File: src/rtl/fe_pkg.sv
// fe_pkg: shared types and helpers for the fe_peak_est frequency-estimator back end.
package fe_pkg;

  typedef enum logic [1:0] {IDLE, COLLECT, RESOLVE, UPDATE} fe_state_e;

  // Beat-to-bin-offset permutation modes.
  localparam int unsigned PERM_IDENT  = 0;
  localparam int unsigned PERM_SWAP10 = 1;
  localparam int unsigned PERM_BITREV = 2;

  // Width of a signed bin index for an N = ns_in*n_beats point FFT.
  function automatic int unsigned bin_width(input int unsigned ns_in, input int unsigned n_beats);
    return $clog2(ns_in * n_beats);
  endfunction

  // Window sum holds up to 8 signed bins without overflow.
  function automatic int unsigned sum_width(input int unsigned ns_in, input int unsigned n_beats);
    return bin_width(ns_in, n_beats) + 3;
  endfunction

  // Map a beat number to its bin offset inside a lane.
  function automatic int unsigned perm(input int unsigned beat, input int unsigned bits,
                                       input int unsigned mode);
    int unsigned r;
    r = beat;
    case (mode)
      PERM_SWAP10: r = (beat & ~32'd3) | ((beat & 32'd1) << 1) | ((beat >> 1) & 32'd1);
      PERM_BITREV: begin
        r = 0;
        for (int unsigned i = 0; i < bits; i++) r[bits-1-i] = beat[i];
      end
      default:     r = beat;
    endcase
    return r;
  endfunction

  // Signed add clamped to a w-bit two's-complement range.
  function automatic logic signed [31:0] sat_add(input logic signed [31:0] a,
                                                 input logic signed [31:0] b,
                                                 input int unsigned w);
    logic signed [32:0] s;
    logic signed [32:0] hi;
    logic signed [32:0] lo;
    s  = 33'(a) + 33'(b);
    hi = (33'sd1 <<< (w - 1)) - 33'sd1;
    lo = -hi - 33'sd1;
    if (s > hi)      return hi[31:0];
    else if (s < lo) return lo[31:0];
    else             return s[31:0];
  endfunction

endpackage

File: src/rtl/fe_lane_max.sv
// fe_lane_max: registered maximum over NS_IN lane magnitudes with its lane index.
// Ties resolve to the lowest lane index.
module fe_lane_max #(
  parameter int unsigned NB_MAG = 8,
  parameter int unsigned NS_IN  = 64,
  localparam int unsigned LI    = $clog2(NS_IN)
) (
  input  logic                    clk,
  input  logic                    rst_sync,
  input  logic [NS_IN*NB_MAG-1:0] data,
  output logic [NB_MAG-1:0]       max_mag,
  output logic [LI-1:0]           max_idx
);

  logic [NB_MAG-1:0] best_mag;
  logic [LI-1:0]     best_idx;

  // Scan lanes upward; only a strictly larger value moves the winner, so lower lanes win ties.
  always_comb begin
    // NOTE: every combinational output gets a default first so no path can infer a latch.
    best_mag = data[0 +: NB_MAG];
    best_idx = '0;
    for (int unsigned i = 1; i < NS_IN; i++) begin
      if (data[i*NB_MAG +: NB_MAG] > best_mag) begin
        best_mag = data[i*NB_MAG +: NB_MAG];
        best_idx = LI'(i);
      end
    end
  end

  // Register the winner; one cycle of latency.
  always_ff @(posedge clk) begin
    // NOTE: clocked state uses non-blocking assignments so all registers update together.
    if (rst_sync) begin
      max_mag <= '0;
      max_idx <= '0;
    end else begin
      max_mag <= best_mag;
      max_idx <= best_idx;
    end
  end

endmodule

File: src/rtl/fe_peak_est.sv
// fe_peak_est: per-frame FFT peak finder, 2^k-frame bin averager and saturating
// frequency-offset accumulator. Optional macro FE_DC_NOTCH_EN zeroes bins 0/+1/-1
// ahead of the lane max to suppress DC leakage.
module fe_peak_est
  import fe_pkg::*;
#(
  parameter int unsigned NB_MAG     = 8,
  parameter int unsigned NS_IN      = 64,
  parameter int unsigned N_BEATS    = 8,
  parameter int unsigned BEAT_PERM  = 1,
  parameter int unsigned NBW_OUT    = 15,
  parameter int unsigned FULL_SHIFT = 4,
  localparam int unsigned BW        = bin_width(NS_IN, N_BEATS)
) (
  input  logic                      clk,
  input  logic                      rst_sync,
  input  logic                      i_valid,
  input  logic                      i_sof,
  input  logic [NS_IN*NB_MAG-1:0]   i_data,
  input  logic                      i_subsampling,
  input  logic [1:0]                i_avg_log2,
  input  logic                      i_clear,
  output logic                      o_valid,
  output logic signed [NBW_OUT-1:0] o_value,
  output logic signed [BW-1:0]      o_peak_bin,
  output logic                      o_err
);

  localparam int unsigned LB = $clog2(N_BEATS);
  localparam int unsigned LI = $clog2(NS_IN);
  localparam int unsigned SW = sum_width(NS_IN, N_BEATS);

  fe_state_e state, state_next;
  logic [LB:0]   beat_cnt;
  logic          sof_start, coll_beat, sof_err, accept, is_last;
  logic [LB-1:0] cur_beat, cur_perm;
  logic [NS_IN*NB_MAG-1:0] lm_data;

  logic              p1_valid, p1_first, p1_last;
  logic [LB-1:0]     p1_perm;
  logic [NB_MAG-1:0] lm_max, pk_mag;
  logic [LI-1:0]     lm_idx, pk_lane;
  logic [LB-1:0]     pk_perm;

  logic signed [SW-1:0] win_sum, sum_next;
  logic [2:0]           win_cnt;
  logic [1:0]           win_k, eff_k;
  logic                 win_sub, eff_sub, win_done;
  logic signed [BW-1:0] bin, avg;
  logic [SW:0]          rnd;
  logic signed [SW:0]   rounded, shifted;
  logic signed [31:0]   step, acc_base;

  // Beat acceptance: a frame opens on i_sof from IDLE/UPDATE; inside COLLECT a stray i_sof restarts it.
  always_comb begin
    sof_start = i_valid & i_sof & ((state == IDLE) | (state == UPDATE));
    coll_beat = i_valid & (state == COLLECT) & (beat_cnt < (LB+1)'(N_BEATS));
    sof_err   = coll_beat & i_sof;
    accept    = sof_start | coll_beat;
    cur_beat  = (sof_start | sof_err) ? '0 : beat_cnt[LB-1:0];
    cur_perm  = LB'(perm(32'(cur_beat), LB, BEAT_PERM));
    is_last   = accept & (cur_beat == LB'(N_BEATS - 1));
  end

  // Lane data into the max unit, with DC bins optionally masked.
  always_comb begin
    lm_data = i_data;
`ifdef FE_DC_NOTCH_EN
    if ((cur_perm == '0) || (cur_perm == LB'(1))) lm_data[0 +: NB_MAG] = '0;
    if (cur_perm == LB'(N_BEATS - 1)) lm_data[(NS_IN-1)*NB_MAG +: NB_MAG] = '0;
`endif
  end

  fe_lane_max #(.NB_MAG(NB_MAG), .NS_IN(NS_IN)) u_lane_max (
    .clk     (clk),
    .rst_sync(rst_sync),
    .data    (lm_data),
    .max_mag (lm_max),
    .max_idx (lm_idx)
  );

  // State register.
  always_ff @(posedge clk) begin
    if (rst_sync) state <= IDLE;
    else          state <= state_next;
  end

  // Next state: COLLECT waits until the last beat has left the lane-max register.
  always_comb begin
    state_next = state;
    case (state)
      IDLE:    if (sof_start) state_next = COLLECT;
      COLLECT: if (p1_valid && p1_last) state_next = RESOLVE;
      RESOLVE: state_next = UPDATE;
      UPDATE:  state_next = sof_start ? COLLECT : IDLE;
      default: state_next = IDLE;
    endcase
  end

  // Beat counter, side-band tags that travel alongside the lane max, and the abort pulse.
  always_ff @(posedge clk) begin
    if (rst_sync) begin
      beat_cnt <= '0;
      p1_valid <= 1'b0;
      p1_first <= 1'b0;
      p1_last  <= 1'b0;
      p1_perm  <= '0;
      o_err    <= 1'b0;
    end else begin
      if (accept) beat_cnt <= (LB+1)'(cur_beat) + (LB+1)'(1);
      p1_valid <= accept;
      p1_first <= sof_start | sof_err;
      p1_last  <= is_last;
      p1_perm  <= cur_perm;
      o_err    <= sof_err;
    end
  end

  // Frame peak: the first beat loads, later beats replace only when strictly greater.
  always_ff @(posedge clk) begin
    // NOTE: data-path registers are reset too, so a mid-frame reset leaves no stale peak behind.
    if (rst_sync) begin
      pk_mag  <= '0;
      pk_lane <= '0;
      pk_perm <= '0;
    end else if (p1_valid && (p1_first || (lm_max > pk_mag))) begin
      pk_mag  <= lm_max;
      pk_lane <= lm_idx;
      pk_perm <= p1_perm;
    end
  end

  // Resolve: signed bin, window sum, rounded average and the accumulator step.
  always_comb begin
    bin      = $signed({pk_lane, pk_perm});
    sum_next = win_sum + SW'(bin);
    eff_k    = (win_cnt == '0) ? i_avg_log2 : win_k;
    eff_sub  = (win_cnt == '0) ? i_subsampling : win_sub;
    win_done = ({1'b0, win_cnt} == ((4'd1 << eff_k) - 4'd1));
    rnd      = '0;
    if (eff_k != 2'd0) rnd[eff_k - 2'd1] = 1'b1;
    rounded  = (SW+1)'(sum_next) + $signed(rnd);
    shifted  = rounded >>> eff_k;
    avg      = shifted[BW-1:0];
    step     = 32'(avg);
    if (!eff_sub) step = step <<< FULL_SHIFT;
    acc_base = i_clear ? '0 : 32'(o_value);
  end

  // Averaging window and output registers.
  always_ff @(posedge clk) begin
    if (rst_sync) begin
      win_sum    <= '0;
      win_cnt    <= '0;
      win_k      <= '0;
      win_sub    <= 1'b0;
      o_valid    <= 1'b0;
      o_value    <= '0;
      o_peak_bin <= '0;
    end else begin
      o_valid <= 1'b0;
      if (i_clear) o_value <= '0;
      if (state == RESOLVE) begin
        if (win_cnt == '0) begin
          win_k   <= i_avg_log2;
          win_sub <= i_subsampling;
        end
        if (win_done) begin
          win_sum    <= '0;
          win_cnt    <= '0;
          o_value    <= NBW_OUT'(sat_add(acc_base, step, NBW_OUT));
          o_peak_bin <= avg;
          o_valid    <= 1'b1;
        end else begin
          win_sum <= sum_next;
          win_cnt <= win_cnt + 3'd1;
        end
      end
    end
  end

endmodule
File: config.mk
export PLATFORM = sky130hd
export DESIGN_NAME = fe_peak_est
export DESIGN_NICKNAME = d
export VERILOG_FILES = /design/src/rtl/fe_pkg.sv /design/src/rtl/fe_lane_max.sv /design/src/rtl/fe_peak_est.sv
export SDC_FILE = /design/constraint.sdc
export NUM_CORES = 2
export LEC_CHECK = 0
export ABC_AREA = 1
export CORE_MARGIN = 1.5
export CORE_UTILIZATION = 43
export DETAILED_ROUTE_END_ITERATION = 7
export DONT_BUFFER_PORTS = 1
export PLACE_DENSITY = 0.65
export RECOVER_POWER = 50
export SLEW_MARGIN = 30
export SYNTH_ARGS = -nofsm -noshare
export SYNTH_HDL_FRONTEND = slang
export SYNTH_SLANG_ARGS = --single-unit
File: constraint.sdc
create_clock -name clk -period 102.8 [get_ports clk]
set_clock_uncertainty 0.2 [all_clocks]
set_input_delay 20.56 -clock clk [delete_from_list [all_inputs] [get_ports clk]]
set_output_delay 20.56 -clock clk [all_outputs]
set_load 0.03 [all_outputs]
==> run_results.csv <==
group,metric,value,unit
cts,clkLatencyLatePin,0.35,ns
timing,fin_crit_sh,0.929,
hold_path,hp-class,"reg2reg",
global_route,grt_pass1_wl,123000,um
logic_synthesis,synth_nets,5169,
worst_setup_path,crit_type,"in2reg",
drt,route.detailed.drc,0,
final_layout,multiInputGateArea,21300,um^2
final_layout,num-fill-cells,6266,
final_layout,syn2layout_area_growth,7.39,%
timing,finalHoldViolCount,0,
die,die_area,59800,um^2
die,die_w,245,um
drt,wl_per_cell,16.2,um
final_layout,fin_util,0.467,
worst_setup_path,cpMaxStageDelayCell,"ha_1",
logic_synthesis,synth_warnings,0,
cts,cts_max_path_buffers,2,
final_layout,seq_area,1740,um^2
worst_setup_path,regToRegStartpoint,"win_cnt[0]",
drt,dr_total_vias,26700,
global_route,grt_overflow,0,
placed_design,gp_congestion,0.960,
placed_design,dp_hpwl,69100,um
final_layout,fin_nets,5213,
logic_synthesis,syn_inst,4153,
logic_synthesis,synth_edf_count,0,
final_layout,stdcell_count,4968,
timing,fmax,10.5,MHz
cts,hold_buffers,0,
cts,root_buffer,"clkbuf_16",
job,max_cap_viol_count,0,
placed_design,dp.cells,4837,
global_route,grt_max_degree,51,
die,coreArea,57700,um^2
timing,slew_headroom,0.357,
worst_setup_path,arrival,95.53,ns
die,rows,88,
worst_setup_path,cp_common_cell,"nand2_1",
logic_synthesis,ys.flop_type,"dfxtp_1",
cts,numCtsBuffers,9,
timing,setup_viol,0,
cts,cts.sinks,87,
logic_synthesis,seq_area_frac_synth,0.0694,
drt,drt_first_pass_iters,6,
drt,ant_nets,0,
logic_synthesis,syn-cell-area,25100,um^2
die,start_util,0.435,
placed_design,dp_slack,2.50,ns
timing,finalCriticalPeriod,95.48,ns
logic_synthesis,synth_area_leaders,"ha_1, nand2_1, o21ai_0",
timing,slew_violations,0,
worst_setup_path,critPathLaunch,"i_data[7]",
worst_setup_path,worstSetupEndpointType,"flip-flop",
worst_setup_path,cp-start-kind,"primary input",
logic_synthesis,avgSynthCellArea,6.04,um^2
logic_synthesis,yosys.area.top_type,"ha_1",
worst_setup_path,crit_family,"simple AND/OR/NAND/NOR gates",
worst_setup_path,max_stage_delay,0.36,ns
logic_synthesis,async_flop_share,0,
final_layout,drive_above_1_share,0.0831,
global_route,gr-usage-all-layers,0.250,
worst_setup_path,path_buf_inv,30,
die,die_h,245,um
worst_setup_path,critPathMaxFanout,19,
hold_path,hold_start,"pk_mag[6]",
cts,htree_levels,3,
logic_synthesis,ys_types,52,
drt,wl,80400,um
global_route,antenna_found_initial,7,
placed_design,io_buffers,0,
worst_setup_path,timing.critical_path.required,102.85,ns
logic_synthesis,yosysTopAreaCellShare,0.244,
timing,tightest_slew,0.964,ns
timing,setup_slack,7.32,ns
cts,clk_pin_slew,0.06,ns
drt,viasPerCell,5.37,
die,io_pins,546,
cts,cts_tree,"yes",
logic_synthesis,synth-seq-cells,87,
global_route,grt_pass1_vias,24100,
timing,setup_tns,0,ns
drt,drtIter0Drc,1269,
status,status,"complete, no violations",
==> final cells by class <==
type                       count  share of cell area
clock inverter                 6             0.00186
timing repair buffer          98              0.0284
sequential                    87              0.0647
clock buffer                  10             0.00887
inverter                     502              0.0701
tap                          765              0.0355
antenna                        1           0.0000929
multi-input combinational   3499               0.791
==> cell usage after synthesis (2+ instances only) <==
cell type and n:
nand2_1 1285, ha_1 490, o21ai_0 488, inv_1 487
nand3_1 332, nor2_1 205, a21oi_1 150, nand4_1 130
dfxtp_1 87, nand2_2 73, a211oi_1 66, o21bai_1 65
nand2_4 49, clkbuf_8 31, and3_1 23, xor2_1 21
nand3b_2 20, clkbuf_1 19, buf_4 18, a221oi_1 14
buf_6 14, inv_2 13, and2_1 8, nor3_1 8
xnor2_1 7, fa_1 6, a31oi_1 5, nand3b_1 3
nand4_2 3, o21ai_1 3, or2_2 3, a21o_1 2
clkdlybuf4s50_2 2, clkinv_1 2, mux2i_1 2, nor4_1 2
o211ai_1 2
==> metal layers <==
layer	global-route usage	wire length (um)
met1	0.295	33600
met3	0.0824	7190
met4	0.0672	2490
met2	0.432	37100
met5	0	56
==> sequential cells by signal (all words and copies together), names as in the netlist, 3 cells and up <==
signal	flops
pk_mag	8
win_sum	12
u_lane_max.max_mag	8
p1_perm	3
o_peak_bin	9
beat_cnt	4
pk_perm	3
o_value	15
pk_lane	6
u_lane_max.max_idx	6
win_cnt	3
==> what timing repair did <==
action | CTS | global route
gates resized for setup | 0 | 215
endpoints found under the setup margin | 0 | 14
setup buffers | 0 | 92
==> worst min-delay path: stages, from the launching register on <==
cell and delay [ns]:
dfxtp_1 0.30, inv_1 0.06, a21oi_1 0.06
==> worst paths after layout <==
| path | to | slack [ns] | cells past startpoint |
|---|---|---|---|
| worst max-delay path | u_lane_max.max_idx[5] | 7.32 | 517 |
| worst min-delay path | pk_mag[6] | 0.26 | 2 |
| worst max register to register | o_value[13] | 94.75 | 40 |
| worst min register to register | pk_mag[6] | 0.26 | 2 |
==> kinds of logic (layout without fill, tap and decap cells) <==
group / Yosys count / in the layout / synth area share
xor gates and xnor gates: 28 / 28 / 0.00978
muxes: 2 / 2 / 0.000798
adders and majority gates: 496 / 496 / 0.249
buffers and inverters: 589 / 616 / 0.109
AOI/OAI and AO/OA: 804 / 804 / 0.178
DFF: 87 / 87 / 0.0694
other: 1 / 2 / 0.000150
and+or+nand+nor: 2146 / 2168 / 0.384
==> through the flow <==
stage          hold slack (ns)  cell area, um^2
6_report                 0.260            26900
5_1_grt                  0.282            26900
4_1_cts                  0.266            25500
3_5_place_dp             0.256            25300
3_3_place_gp             0.249            25300
2_1_floorplan            0.233            25100
==> cells in the final DEF (no fill, tap or decap), types with 10 or more instances in the layout <==
master | synthesis | final
nand3b_2 | 20 | 20
nand2_1 | 1285 | 1281
o21ai_0 | 488 | 367
dfxtp_1 | 87 | 87
ha_1 | 490 | 490
o21bai_1 | 65 | 65
nand2_2 | 73 | 82
nand2_8 | 0 | 24
a211oi_2 | 0 | 31
o21ai_2 | 0 | 10
and3_1 | 23 | 23
inv_1 | 487 | 486
nor2_1 | 205 | 202
buf_4 | 18 | 88
nand3_1 | 332 | 332
nand4_1 | 130 | 130
xor2_1 | 21 | 21
nand2_4 | 49 | 42
a211oi_1 | 66 | 35
inv_2 | 13 | 13
a21oi_1 | 150 | 150
o21ai_1 | 3 | 114
a221oi_1 | 14 | 14
Power is left out: the tool's default activity adds up to more than one toggle a clock period on the data nets, which glitch-free logic cannot reach.
